`src/rtl/lcm.sv`:
```
//==============================================================================
// Module      : lcm
// Description : Sequential least-common-multiple unit. It keeps two running
//               multiples, ma = i*a and mb = j*b. On each clock it adds the
//               operand to whichever multiple is smaller, and it stops when the
//               two multiples are equal. The accumulators are 2*WIDTH bits
//               wide because lcm(a,b) <= a*b, so they cannot overflow.
//               The block uses a start/busy/done handshake. The result is held
//               until the next accepted start.
// Ports       : clk    - rising-edge clock
//               rst    - asynchronous active-low reset (0 = reset)
//               start  - job request, accepted only in IDLE or DONE
//               a, b   - WIDTH-bit operands, captured on the accepted start
//               busy   - high while the additions are running
//               done   - one-cycle pulse, the cycle after the result lands
//               opt    - 2*WIDTH-bit LCM result
//               iters  - WIDTH+1-bit addition count (LCM_ITER_CNT_EN only)
// Options     : `define LCM_ITER_CNT_EN adds the iters output and its counter.
// Revision    : 1.0 - initial release
//==============================================================================
`timescale 1ns/1ps
`default_nettype none

module lcm #(
  parameter int WIDTH = 32
) (
  input  logic                 clk,
  input  logic                 rst,
  input  logic                 start,
  input  logic [WIDTH-1:0]     a,
  input  logic [WIDTH-1:0]     b,
  output logic                 busy,
  output logic                 done,
`ifdef LCM_ITER_CNT_EN
  output logic [WIDTH:0]       iters,
`endif
  output logic [2*WIDTH-1:0]   opt
);

  typedef enum logic [1:0] {
    S_IDLE = 2'd0,
    S_RUN  = 2'd1,
    S_DONE = 2'd2
  } state_t;

  state_t               r_state;
  state_t               w_next_state;
  logic [WIDTH-1:0]     r_ra;
  logic [WIDTH-1:0]     r_rb;
  logic [2*WIDTH-1:0]   r_ma;
  logic [2*WIDTH-1:0]   r_mb;
  logic [2*WIDTH-1:0]   r_opt;
  logic                 r_enter;     // DONE was entered on the previous edge
  logic                 r_done;
  logic                 w_accept;
  logic                 w_zero;
  logic                 w_eq;
  logic                 w_add;
  logic                 w_enter_done;

  assign w_accept = start && ((r_state == S_IDLE) || (r_state == S_DONE));
  assign w_zero   = (a == '0) || (b == '0);
  assign w_eq     = (r_ma == r_mb);
  assign w_add    = (r_state == S_RUN) && !w_eq;

  always_comb begin
    w_next_state = r_state;
    w_enter_done = 1'b0;
    case (r_state)
      S_IDLE, S_DONE: begin
        if (w_accept) begin
          // A zero operand has lcm 0, so it goes straight to DONE with no additions.
          w_next_state = w_zero ? S_DONE : S_RUN;
          w_enter_done = w_zero;
        end
      end
      S_RUN: begin
        if (w_eq) begin
          w_next_state = S_DONE;
          w_enter_done = 1'b1;
        end
      end
      default: w_next_state = S_IDLE;
    endcase
  end

  always_ff @(posedge clk or negedge rst) begin
    if (!rst) begin
      r_state <= S_IDLE;
      r_ra    <= '0;
      r_rb    <= '0;
      r_ma    <= '0;
      r_mb    <= '0;
      r_opt   <= '0;
      r_enter <= 1'b0;
      r_done  <= 1'b0;
    end else begin
      r_state <= w_next_state;
      // done follows DONE entry by one cycle. A back-to-back start still lets
      // the previous job's pulse through.
      r_enter <= w_enter_done;
      r_done  <= r_enter;
      if (w_accept) begin
        r_ra <= a;
        r_rb <= b;
        r_ma <= {{WIDTH{1'b0}}, a};
        r_mb <= {{WIDTH{1'b0}}, b};
        if (w_zero) begin
          r_opt <= '0;
        end
      end else if (r_state == S_RUN) begin
        if (w_eq) begin
          r_opt <= r_ma;
        end else if (r_ma < r_mb) begin
          r_ma <= r_ma + {{WIDTH{1'b0}}, r_ra};
        end else begin
          r_mb <= r_mb + {{WIDTH{1'b0}}, r_rb};
        end
      end
    end
  end

`ifdef LCM_ITER_CNT_EN
  logic [WIDTH:0] r_iters;

  always_ff @(posedge clk or negedge rst) begin
    if (!rst) begin
      r_iters <= '0;
    end else if (w_accept) begin
      r_iters <= '0;
    end else if (w_add) begin
      r_iters <= r_iters + 1'b1;
    end
  end

  assign iters = r_iters;
`endif

  assign busy = (r_state == S_RUN);
  assign done = r_done;
  assign opt  = r_opt;

endmodule

`default_nettype wire

```
`config.mk`:
```
export PLATFORM = sky130hd
export DESIGN_NAME = lcm
export DESIGN_NICKNAME = d
export VERILOG_FILES = /design/src/rtl/lcm.sv
export SDC_FILE = /design/constraint.sdc
export NUM_CORES = 1
export LEC_CHECK = 0
export CORE_ASPECT_RATIO = 0.9
export CORE_MARGIN = 2
export CORE_UTILIZATION = 55
export CTS_BUF_LIST = sky130_fd_sc_hd__clkbuf_16
export CTS_CLUSTER_SIZE = 8
export DETAILED_ROUTE_END_ITERATION = 8
export PLACE_DENSITY = 0.76
export SETUP_SLACK_MARGIN = 0.05
export SLEW_MARGIN = 20
export SYNTH_ARGS = -nofsm -noshare
export SYNTH_HDL_FRONTEND = slang
export SYNTH_SLANG_ARGS = --single-unit
```
`constraint.sdc`:
```
create_clock -name clk -period 4.8 [get_ports clk]
set_clock_uncertainty 0.15 [all_clocks]
set_input_delay 0.48 -clock clk [delete_from_list [all_inputs] [get_ports clk]]
set_output_delay 0.48 -clock clk [all_outputs]
set_load 0.02 [all_outputs]
```
# == Word level (Yosys, flattened, before mapping) ==
# Index checks and enable logic that the tools add are counted.
# word_totals
ff_bits,260
input_bits,67
out_inout_bits,66
elab_cells,52
# classes
n_addsub,2
order_cmp,1
n_eq_ne,8
muxes,19
reduce_logical,14
# op_table
operator,n
$mux 64,12
$add 64x32->64,2
$eq 64x64->1,1
$logic_not 32->1,2
$lt 64x64->1,1
$reduce_and 3->1,3
$mux 2,3
$ne 2x2->1 const B,3
$reduce_bool 2->1,3
$ne 2x1->1 const B,2
$pmux 2 s2,1
$eq 2x1->1 const B,1
$eq 2x2->1 const B,1
$logic_not 2->1,1
$logic_or 1x1->1,2
$mux 1,2
$pmux 1 s2,1
$reduce_and 2->1,1
$reduce_or 2->1,1
$logic_and 1x1->1,1

# == Depth between registers and ports, before layout ==
# logic_depth
depth_word,5
mapped_depth,14
mapped_depth_nobuf,12

# == Worst setup path after synthesis ==
# No wires, ideal clock.
# synth_timing
kind,reg2reg
from,register r_ma[0]
to,register r_ma[42]
setup_time_ns,0.078
t_arrival_ns,3.060
required_time_ns,4.572
setup_slack_ns,1.512
stages_incl_launch_ff,13
path_buffers,0
period_less_slack_ns,3.288
cell_sequence,dfrtp_1 > ha_1 > inv_1 > fa_1 > nor2b_1 > o31a_1 > a211oi_1 > a211oi_1 > o211ai_1 > o211a_1 > or4_4 > or3_1 > a21oi_1
# synth_via
elab_chain_cells,5
word_cells_on_any_way,10
cone_classes,add/sub (1); order compare (1); eq/ne (2); mux (4); reduce/logical (2)
# synth_rtl
element,line_no,text
"start, declared",50,logic [2*WIDTH-1:0] r_ma;
"start signal, assigned",106,"r_ma <= {{WIDTH{1'b0}}, a};"
"start signal, assigned",115,"r_ma <= r_ma + {{WIDTH{1'b0}}, r_ra};"
$add 64x32->64,115,
$mux 64,114,end else if (r_ma < r_mb) begin
$mux 64,112,if (w_eq) begin
$mux 64,111,end else if (r_state == S_RUN) begin
$mux 64,103,if (w_accept) begin
# Several ways; a longest one is shown, not always the timed one. The select of a mux whose other input is x is not followed.
# A chain may end at the register's enable or synchronous reset.

# == Final worst setup path ==
# layout_timing
from,register r_ma[55]
to,register r_mb[63]
# layout_via
elab_chain_cells,3
word_cells_on_any_way,5
cone_classes,order compare (1); eq/ne (3); reduce/logical (1)
# layout_rtl
element,line_no,text
$lt 64x64->1 / $eq 64x64->1 (equally long branches),"114, 63",
$ne 2x2->1 (no source line),--,
$reduce_and 3->1 (no source line) *,--,
"end signal, assigned",107,"r_mb <= {{WIDTH{1'b0}}, b};"
"end signal, assigned",117,"r_mb <= r_mb + {{WIDTH{1'b0}}, r_rb};"
"end, declared",51,logic [2*WIDTH-1:0] r_mb;
# Every way passes the cells marked *; elsewhere a longest branch is shown, timed or not.

==> metrics.md <==
| Metric | Value |
|---|---|
| Setup TNS | 0 ps |
| Hold Path Class | reg -> reg |
| Static leakage | 8.56 nW |
| Yosys Warn Count | 0 |
| Max-slew violation count | 0 |
| WL/cell | 19.3 µm |
| Reg clk slew, reported paths | 50 ps |
| RSZ-0062 raised after global routing | false |
| CTS tree | yes |
| Total length of routed wires | 44.3 mm |
| Final period util | 86.2% |
| First-pass GRT wire length | 71.2 mm |
| DRC violations left | 0 |
| Initial Util | 56.0% |
| Final setup violation count | 0 |
| Number of enable flip-flop cells after synthesis | 0 |
| WP data arrival | 4420 ps |
| Hold Path End | done |
| 1st-pass router iterations | 6 |
| Hold_sp | r_enter |
| Initial antenna violation count | 0 |
| Drt initial violations | 1092 |
| Fillers | 2346 |
| Mapped Area | 15700 µm² |
| Row count | 58 |
| Htree depth | 2 |
| CTS max path bufs | 3 |
| Vias per inst | 6.12 |
| Die Span Y | 164 µm |
| Largest net degree at the start of global routing | 125 |
| Least-Margin Pin Slew | 1010 ps |
| Fmax | 242 MHz |
| Synthesized Nets | 2010 |
| Cell count after synthesis | 1813 |
| Setup CP Type | reg -> reg |
| CP max FO | 18 |
| PwrDens | 478 nW/µm² |
| Core area | 27900 µm² |
| Post-CTS setup buffers | 0 |
| Flop2flop setup slack | 660 ps |
| Startpoint Class | flop |
| Proportion of layout cells with a drive suffix above 1 | 4.59% |
| Sequential area share after synthesis | 41.6% |
| DIE WIDTH | 182 µm |
| Cells on Worst Hold Path | 0 |
| Full die area | 29800 µm² |
| Status | complete, no violations |
| Register bit total from synthesis | 260 |
| CTS Sinks | 260 |
| Synthesized area per cell | 8.64 µm² |
| Total power | 8.79 mW |
| Max Cap Viol | 0 |
| Critical Path RT | 5080 ps |
| Buffers on Ports | 132 |
| Reg area | 6510 µm² |
| Overall routing resource usage | 30.1% |
| Synth Flop Type | dfrtp_1 |
| Worst slew margin | 32.6% |
| I/O Pins | 133 |
| CP Capture Type | flop |
| Clock root buffer master | clkbuf_16 |
| Final ANT Viol Nets | 0 |
| Post-layout min period | 4140 ps |
| Post-cts resize count | 0 |
| Detailed Place HPWL | 32.0 mm |
| Worst R2R Start | r_ma[55] |
| Final Hold Fails | 0 |
| Maximum vdd drop | 0.371 mV |
| Multi-input logic area | 8590 µm² |
| Ys async rst share | 100% |
| Crit path launch | r_ma[55] |
| Clock Latency Late Sink | 530 ps |
| R2r endpoint | r_mb[63] |
| Num CTS Buffers | 38 |
| Remaining global-route overflow | 0 |
| FF-to-FF path depth | 10 |
| Vias | 14100 |
| Yosys cell types | 73 |
| Final #Nets | 2135 |
| Cts hold-fix bufs | 1 |
| GPL Wtd Cong | 0.951 |
| Vias in the first global route | 13400 |
| Ant. Diodes | 0 |
| P&R area growth vs syn | 17.4% |
state kept, by name, summed over array words and instances (netlist names):
name     cells
done         1
r_enter      1
r_ma        64
r_rb        32
opt         64
r_mb        64
r_state      2
r_ra        32
metal layers:
metal	part of all wire, %	vias up	track usage, %
met5	0	-	0
met1	47	6775	45.2
met2	42	569	44.2
met4	2.1	0	7.66
met3	8.8	75	6.32
li1	-	6663	-
through the flow:
stage	hold WS (ps)	instances	area (µm²)	util [%]	worst slack [ps]
5_1_grt	226	2301	18400	65.8	440
2_1_floorplan	34.4	1813	15700	-	1510
6_report	210	2301	18400	65.8	662
3_5_place_dp	199	2257	17400	62.1	743
4_1_cts	213	2301	18400	65.8	697
3_3_place_gp	188	2257	17400	62.1	845
critical path, stage by stage, from the launching register on:
cell and delay [ps]:
dfrtp_1 460, ha_1 400, nand4_1 130, nor4_1 490, and3_1 340, a21boi_1 260, a41oi_2 90, a21oi_4 500
nand4_2 460, or4_1 620, a21oi_1 160
layout by cell type, fill, tap and decap left out, types with 19 or more instances in the layout:
cell / instances
inv_1: 91
clkdlybuf4s50_1: 131
or3_1: 30
nand3_1: 39
nand4_1: 32
xor2_1: 23
xnor2_1: 40
a21o_1: 42
dfrtp_1: 260
a22oi_1: 19
o21ai_0: 84
ha_1: 128
nand2_1: 478
nor4_1: 22
clkbuf_16: 39
o211ai_1: 36
o31ai_1: 19
a21oi_1: 131
nor2_1: 63
how the worst max path moves through the flow:
| stage | endpoint | slack [ps] |
|---|---|---|
| after floorplan | r_ma[42] | 1510 |
| after global routing | r_mb[63] | 440 |
| after CTS | r_mb[63] | 700 |
| final | r_mb[63] | 660 |
| after global placement | r_mb[63] | 840 |
| after detailed placement | r_mb[63] | 740 |
cell families after synthesis:
logic type / share of synthesized area (%)
simple gates: 21.6
compound gates: 18.8
flops: 41.6
buf+inv: 3.85
fa+ha+maj: 10.5
xor+xnor: 3.52
mux: 0.192
power breakdown:
part	leakage [nW]	internal [mW]	switching, mW
logic	5.05	1.39	1.92
clock network	0.504	1.43	0.946
registers	3.02	2.56	0.535
total	8.56	5.39	3.40
Yosys cell counts, types with 6 or more instances:
master / instances / area, µm²
a211oi_1: 13 / 97.6
a21o_1: 42 / 315
a21oi_1: 132 / 661
a221o_1: 6 / 60.1
a22o_1: 11 / 96.3
a22oi_1: 19 / 143
and3_1: 13 / 81.3
clkbuf_1: 56 / 210
dfrtp_1: 260 / 6510
ha_1: 128 / 1600
inv_1: 90 / 338
nand2_1: 478 / 1790
nand2b_1: 11 / 68.8
nand3_1: 39 / 195
nand4_1: 32 / 200
nand4b_1: 6 / 52.6
nor2_1: 65 / 244
nor2b_1: 10 / 62.6
nor3_1: 14 / 70.1
nor4_1: 22 / 138
o211ai_1: 36 / 270
o21a_1: 15 / 113
o21ai_0: 84 / 420
o21bai_1: 10 / 75.1
o311ai_0: 8 / 70.1
o31ai_1: 19 / 143
or3_1: 30 / 188
or4_1: 18 / 135
xnor2_1: 40 / 350
xor2_1: 23 / 201
cell type report:
class,instances,share of cell area (%)
multi-input combinational,1396,46.7
sequential,260,35.4
timing repair buffer,152,8.11
clock buffer,39,5.31
tap,360,2.45
inverter,90,1.84
clock inverter,4,0.204
No activity file was read; power rests on OpenSTA's default activity.
